==> src/rtl/trng_pkg.sv <==
// +----------------------------------------------------------------------+
// | Module      : trng_pkg                                               |
// | Description : Shared TRNG datapath constants and types used by      |
// |               markov16, markov_vn_extractor and fifo16.             |
// | Revision    : 1.0 - initial release                                  |
// +----------------------------------------------------------------------+
`default_nettype none

package trng_pkg;
  // Markov lane index width; one lane per preceding 4-bit state
  localparam int LANE_W    = 4;
  localparam int NUM_LANES = 1 << LANE_W;
  // Group width handed to fifo16 on its valid/bits input
  localparam int GROUP_W   = 6;
  // Health counter width
  localparam int CNT_W     = 16;

  typedef logic [LANE_W-1:0] lane_t;
endpackage

`default_nettype wire

==> src/rtl/bit_packer.sv <==
// +----------------------------------------------------------------------+
// | Module      : bit_packer                                             |
// | Description : Packs extracted bits into GROUP_W-slot groups, slot 0  |
// |               oldest; emits full groups or flushes partial ones.     |
// | Revision    : 1.0 - initial release                                  |
// +----------------------------------------------------------------------+
`default_nettype none

module bit_packer
  import trng_pkg::*;
#(
  parameter int GROUP_W = trng_pkg::GROUP_W
) (
  input  logic               clk,
  input  logic               reset,
  input  logic               bit_valid,
  input  logic               in_bit,
  input  logic               flush,
  output logic [GROUP_W-1:0] out_valid,
  output logic [GROUP_W-1:0] out_bits
);

  localparam int c_FILL_W = $clog2(GROUP_W + 1);

  logic [c_FILL_W-1:0] r_cnt;
  logic [c_FILL_W-1:0] w_fill;
  logic [GROUP_W-1:0]  r_stg;
  logic [GROUP_W-1:0]  w_stg;
  logic [GROUP_W-1:0]  w_mask;
  logic                w_emit;

  // Fold this cycle's extracted bit into the staging word, then decide
  // whether a full group or a flushed partial group leaves this edge.
  always_comb begin
    w_stg  = r_stg;
    w_fill = r_cnt;
    w_mask = '0;
    if (bit_valid) begin
      w_stg[r_cnt] = in_bit;
      w_fill       = r_cnt + c_FILL_W'(1);
    end
    for (int i = 0; i < GROUP_W; i++) begin
      w_mask[i] = (c_FILL_W'(i) < w_fill);
    end
    // A completed group takes priority; flush then has nothing left to do
    w_emit = (w_fill == c_FILL_W'(GROUP_W)) || (flush && (w_fill != '0));
  end

  // Staging/count register and registered single-cycle group output
  always_ff @(posedge clk) begin
    if (reset) begin
      r_cnt     <= '0;
      r_stg     <= '0;
      out_valid <= '0;
      out_bits  <= '0;
    end else if (w_emit) begin
      r_cnt     <= '0;
      r_stg     <= '0;
      out_valid <= w_mask;
      out_bits  <= w_stg & w_mask;
    end else begin
      r_cnt     <= w_fill;
      r_stg     <= w_stg;
      out_valid <= '0;
      out_bits  <= '0;
    end
  end

endmodule

`default_nettype wire

==> src/rtl/markov_vn_extractor.sv <==
// +----------------------------------------------------------------------+
// | Module      : markov_vn_extractor                                    |
// | Description : Per-Markov-lane von Neumann (Blum) debiaser with group |
// |               packing and saturating raw/extracted bit counters.     |
// | Revision    : 1.0 - initial release                                  |
// +----------------------------------------------------------------------+
`default_nettype none

module markov_vn_extractor
  import trng_pkg::*;
#(
  parameter int LANE_W  = trng_pkg::LANE_W,
  parameter int GROUP_W = trng_pkg::GROUP_W,
  parameter int CNT_W   = trng_pkg::CNT_W
) (
  input  logic               clk,
  input  logic               reset,
  input  logic               in_valid,
  input  logic               in_bit,
  input  logic [LANE_W-1:0]  in_lane,
  input  logic               flush,
  input  logic               stat_clear,
  output logic [GROUP_W-1:0] out_valid,
  output logic [GROUP_W-1:0] out_bits,
  output logic [CNT_W-1:0]   stat_in_cnt,
  output logic [CNT_W-1:0]   stat_out_cnt
);

  localparam int              c_NUM_LANES = 1 << LANE_W;
  localparam logic [CNT_W-1:0] c_CNT_MAX  = {CNT_W{1'b1}};

  logic [c_NUM_LANES-1:0] r_pend;
  logic [c_NUM_LANES-1:0] r_held;
  logic                   w_sel_pend;
  logic                   w_sel_held;
  logic                   w_ext_valid;
  logic                   w_ext_bit;

  // Look up the addressed lane; a second, differing bit yields the held bit
  always_comb begin
    w_sel_pend  = r_pend[in_lane];
    w_sel_held  = r_held[in_lane];
    w_ext_valid = in_valid && w_sel_pend && (w_sel_held != in_bit);
    w_ext_bit   = w_sel_held;
  end

  // Lane pairing state: single-cycle read-modify-write, so back-to-back
  // bits on one lane always see the updated pending flag
  always_ff @(posedge clk) begin
    if (reset) begin
      r_pend <= '0;
      r_held <= '0;
    end else if (in_valid) begin
      r_pend[in_lane] <= ~w_sel_pend;
      if (!w_sel_pend) begin
        r_held[in_lane] <= in_bit;
      end
    end
  end

  // Saturating health counters; clear overrides a same-cycle increment
  always_ff @(posedge clk) begin
    if (reset || stat_clear) begin
      stat_in_cnt  <= '0;
      stat_out_cnt <= '0;
    end else begin
      if (in_valid && (stat_in_cnt != c_CNT_MAX)) begin
        stat_in_cnt <= stat_in_cnt + CNT_W'(1);
      end
      if (w_ext_valid && (stat_out_cnt != c_CNT_MAX)) begin
        stat_out_cnt <= stat_out_cnt + CNT_W'(1);
      end
    end
  end

  bit_packer #(
    .GROUP_W (GROUP_W)
  ) u_bit_packer (
    .clk       (clk),
    .reset     (reset),
    .bit_valid (w_ext_valid),
    .in_bit    (w_ext_bit),
    .flush     (flush),
    .out_valid (out_valid),
    .out_bits  (out_bits)
  );

endmodule

`default_nettype wire

==> config.mk <==
export PLATFORM = sky130hd
export DESIGN_NAME = markov_vn_extractor
export DESIGN_NICKNAME = d
export VERILOG_FILES = /design/src/rtl/trng_pkg.sv /design/src/rtl/bit_packer.sv /design/src/rtl/markov_vn_extractor.sv
export SDC_FILE = /design/constraint.sdc
export NUM_CORES = 1
export LEC_CHECK = 0
export ABC_CLOCK_PERIOD_IN_PS = 6400
export BUFFER_PORTS_ARGS = -buffer_cell sky130_fd_sc_hd__buf_4
export CAP_MARGIN = 15
export CORE_MARGIN = 3
export CORE_UTILIZATION = 60
export DETAILED_ROUTE_END_ITERATION = 10
export HOLD_SLACK_MARGIN = 0.06
export PLACE_DENSITY = 0.8
export SETUP_SLACK_MARGIN = 0.15
export SLEW_MARGIN = 10
export SYNTH_ARGS = -nofsm -noshare
export SYNTH_HDL_FRONTEND = slang
export SYNTH_SLANG_ARGS = --single-unit
==> constraint.sdc <==
create_clock -name clk -period 6.4 [get_ports clk]
set_input_delay 1.28 -clock clk [delete_from_list [all_inputs] [get_ports clk]]
set_output_delay 1.28 -clock clk [all_outputs]
set_load 0.02 [all_outputs]
==> results.md <==
- Status: complete, no violations
- # IOs: 54
- Post-Synth XOR/XNOR Area: approximately 6.2%
- Largest net degree at the start of global routing: 47
- Worst VDD drop: ~270 uV
- TritonCTS clock tree: yes
- Vias per inst: just under 6
- MaxCap Viol Count: 0
- Row count: 28
- TNS Setup: 0 ns
- Critical Path Start Type: input pin
- Mux share of post-synthesis cell area: about a tenth
- Via count: 3364
- RSZ-0062 raised after global routing: no
- Sequential-to-total area share from yosys stat: 43.1%
- Commonest cells in the netlist: dfxtp_1, nand2_1, nor2_1, a21oi_1, nand3_1
- Post-synthesis cell area: 0.00395 mm2
- Post-Synth Adder-Cell Area: 0.951%
- Hold EP: r_held[5]
- Cell count after synthesis: 457
- Final nets: 506
- Worst EP arrival: 4.24 ns
- Initial core utilization: 64.4%
- DP Wirelength: 5890 um
- Complex-gate fraction of the synthesized area: 9.89%
- Area leader, netlist: dfxtp_1
- Post-route ant nets: 0
- Synth cell types: 47
- Fraction of layout cells with a size suffix above 1: 17.9%
- Worst hold path startpoint: r_held[5]
- #FFs+latches synth: 85
- Most used DFF post-synth: dfxtp_1
- Max clock buf depth: 2
- Placed Cells: 557
- DRT Pass-1 Iters: 5
- Initial drt markers: 287
- Routed WL per cell: 14.9 um
- Filler instances: between 400 and 500
- Worst skew pair latency: between 0.3 and 0.4 ns
- Yosys synthesis warning count: 0
- Ant. Diodes: 0
- Synth async-reset ratio: 0%
- Synth top area share: 43.1%
- Worst rel slew slack: 28.2%
- Slew Viols, Final: 0
- Fin. Hold Viols: 0
- Clock buffer count from CTS: 9
- Area of the die: 0.00759 mm2
- Die Wd: 87.1 um
- Post-CTS Resized: 0
- Grt ovf: 0
- Synthesis-to-finish area growth: 13.8%
- PortBufs: 53
- Synth Area in Simple Gates: 25.4%
- Setup Buffers After CTS: 0
- Clock Pin Slew Worst Setup and Hold Paths: 0.09 ns
- Number of enable flip-flop cells after synthesis: 0
- Final Power: 940 uW
- Mean Syn Cell Area: 8.64 um2
- Slowest cell on the critical path: and2_1
- Hold_ws: 0.466 ns
- Die Height: 87.1 um
- FF-to-FF setup slack: 3.34 ns
- Setup crit end kind: flop
- Non-Filler Instances: between 500 and 600
- Count leader, synth: dfxtp_1
- Worst slew pin tran: ~1.1 ns
- Synth area leaders: dfxtp_1, mux2i_1, nand2_1
- GPL Wtd Cong: 0.887
- Residual DRC count: 0
- First-pass GRT wire length: 14500 um
- Area of the multi-input gates: 0.00208 mm2
- GR Util All Layers: 23.5%
- Cells along the critical path: buf_4 > mux2i_1 > mux4_2 > mux2i_4 > xnor2_1 > and2_1 > mux2_4 > o221ai_4 > and3_1
- CP peak stage delay: 0.62 ns
- Reg2Reg Capture Point: u_bit_packer.out_bits[1]
- Kind of critical path: in -> reg
- RR Startpoint: r_held[0]
- Leakage: roughly 1.6 nW
- Clock sinks: 85
- Fin crit period: between 3 and 4 ns
- Reg area: 0.00170 mm2
- Cells on worst reg2reg path: 8
- Clk_skew: 0.0110 ns
- Final WL: between 8000 and 9000 um
- Clock root cell: clkbuf_8
- Area of the core: just over 0.006 mm2
- Maximum clock rate: 254 MHz
- Initial antenna violation count: 0
- Hold Buf Count CTS: 0
- Largest family of logic cells by synthesized area: simple AND/OR/NAND/NOR gates
- Syn nets: 470
- Power Density: 209 mW/mm2
- Worst hold stages: 2
- Period utilization: 61.5%
- Final setup vio count: 0
- Worst path required time: 6.70 ns
- H-tree depth: 3
- Min-delay worst type: reg -> reg
- Worst-path fanout max: 19
- Number of global-route vias before repair: 3103
## power by group
part           total [mW]  switching, mW  internal, mW
Clock               0.352          0.197         0.155
Combinational      0.0529         0.0354        0.0175
Sequential          0.535        0.00267         0.532
## kinds of logic after synthesis
group | after synthesis
adders and majority gates | 3
xor gates and xnor gates | 28
and+or+nand+nor | 208
DFF | 85
buffers and inverters | 37
muxes | 30
AOI/OAI and AO/OA | 66
## registers in the layout (all words and copies together), names as in the netlist
name / count
u_bit_packer.r_stg: 6
u_bit_packer.r_cnt: 3
r_pend: 16
stat_in_cnt: 16
r_held: 16
u_bit_packer.out_valid: 6
stat_out_cnt: 16
u_bit_packer.out_bits: 6
## final cells by class
class,instances,share of cell area (%)
clock buffer,10,3.06
clock inverter,6,1.03
inverter,9,0.752
multi-input combinational,335,46.3
sequential,85,37.9
tap,75,2.09
timing repair buffer,53,8.86
## critical path: cells and delay by family
family,cells,cell delay [ns]
simple gates,2,0.83
mux,4,1.30
buf+inv,1,0.25
compound gates,1,0.28
xor+xnor,1,0.27
## cells in the final DEF (no fill, tap or decap), types with 6 or more instances in the layout
master	instances
dfxtp_1	85
clkbuf_8	10
buf_4	53
nor2_1	53
nand4_1	8
xnor2_1	14
nor3_1	21
inv_1	8
nand2_1	53
mux4_2	6
or3_1	8
nand3_1	30
xor2_1	14
and3_1	6
mux2i_1	20
o21ai_0	19
a21oi_1	34
## worst max-delay path by stage
| stage | from | endpoint | slack, ns | cells after the start |
|---|---|---|---|---|
| final | in_lane[1] | u_bit_packer.out_bits[1] | 2.46 | 9 |
| after CTS | in_lane[1] | u_bit_packer.out_bits[1] | 2.48 | 9 |
| after floorplan | in_lane[1] | u_bit_packer.r_stg[1] | 2.73 | 11 |
| after global placement | in_lane[1] | u_bit_packer.r_stg[1] | 2.27 | 9 |
| after global routing | in_lane[1] | u_bit_packer.out_bits[1] | 2.31 | 9 |
| after detailed placement | in_lane[1] | u_bit_packer.r_stg[1] | 2.14 | 9 |
## metrics by stage
stage	util, %	setup WS [ns]	cell area [um2]
global placement	70.3	2.27	4310
detailed placement	70.3	2.14	4310
floorplan	-	2.73	3950
CTS	73.3	2.48	4490
finish	73.3	2.46	4490
global route	73.3	2.31	4490
## layer usage
layer	up-vias	part of all wire [%]	global-route usage, %	wire length [um]
met5	-	0	0	0
met4	0	1.0	6.00	87
met3	12	7.1	6.62	606
met2	135	46	35.8	3930
met1	1570	46	33.1	3890
li1	1647	-	-	-
(Power assumes the default switching activity.)
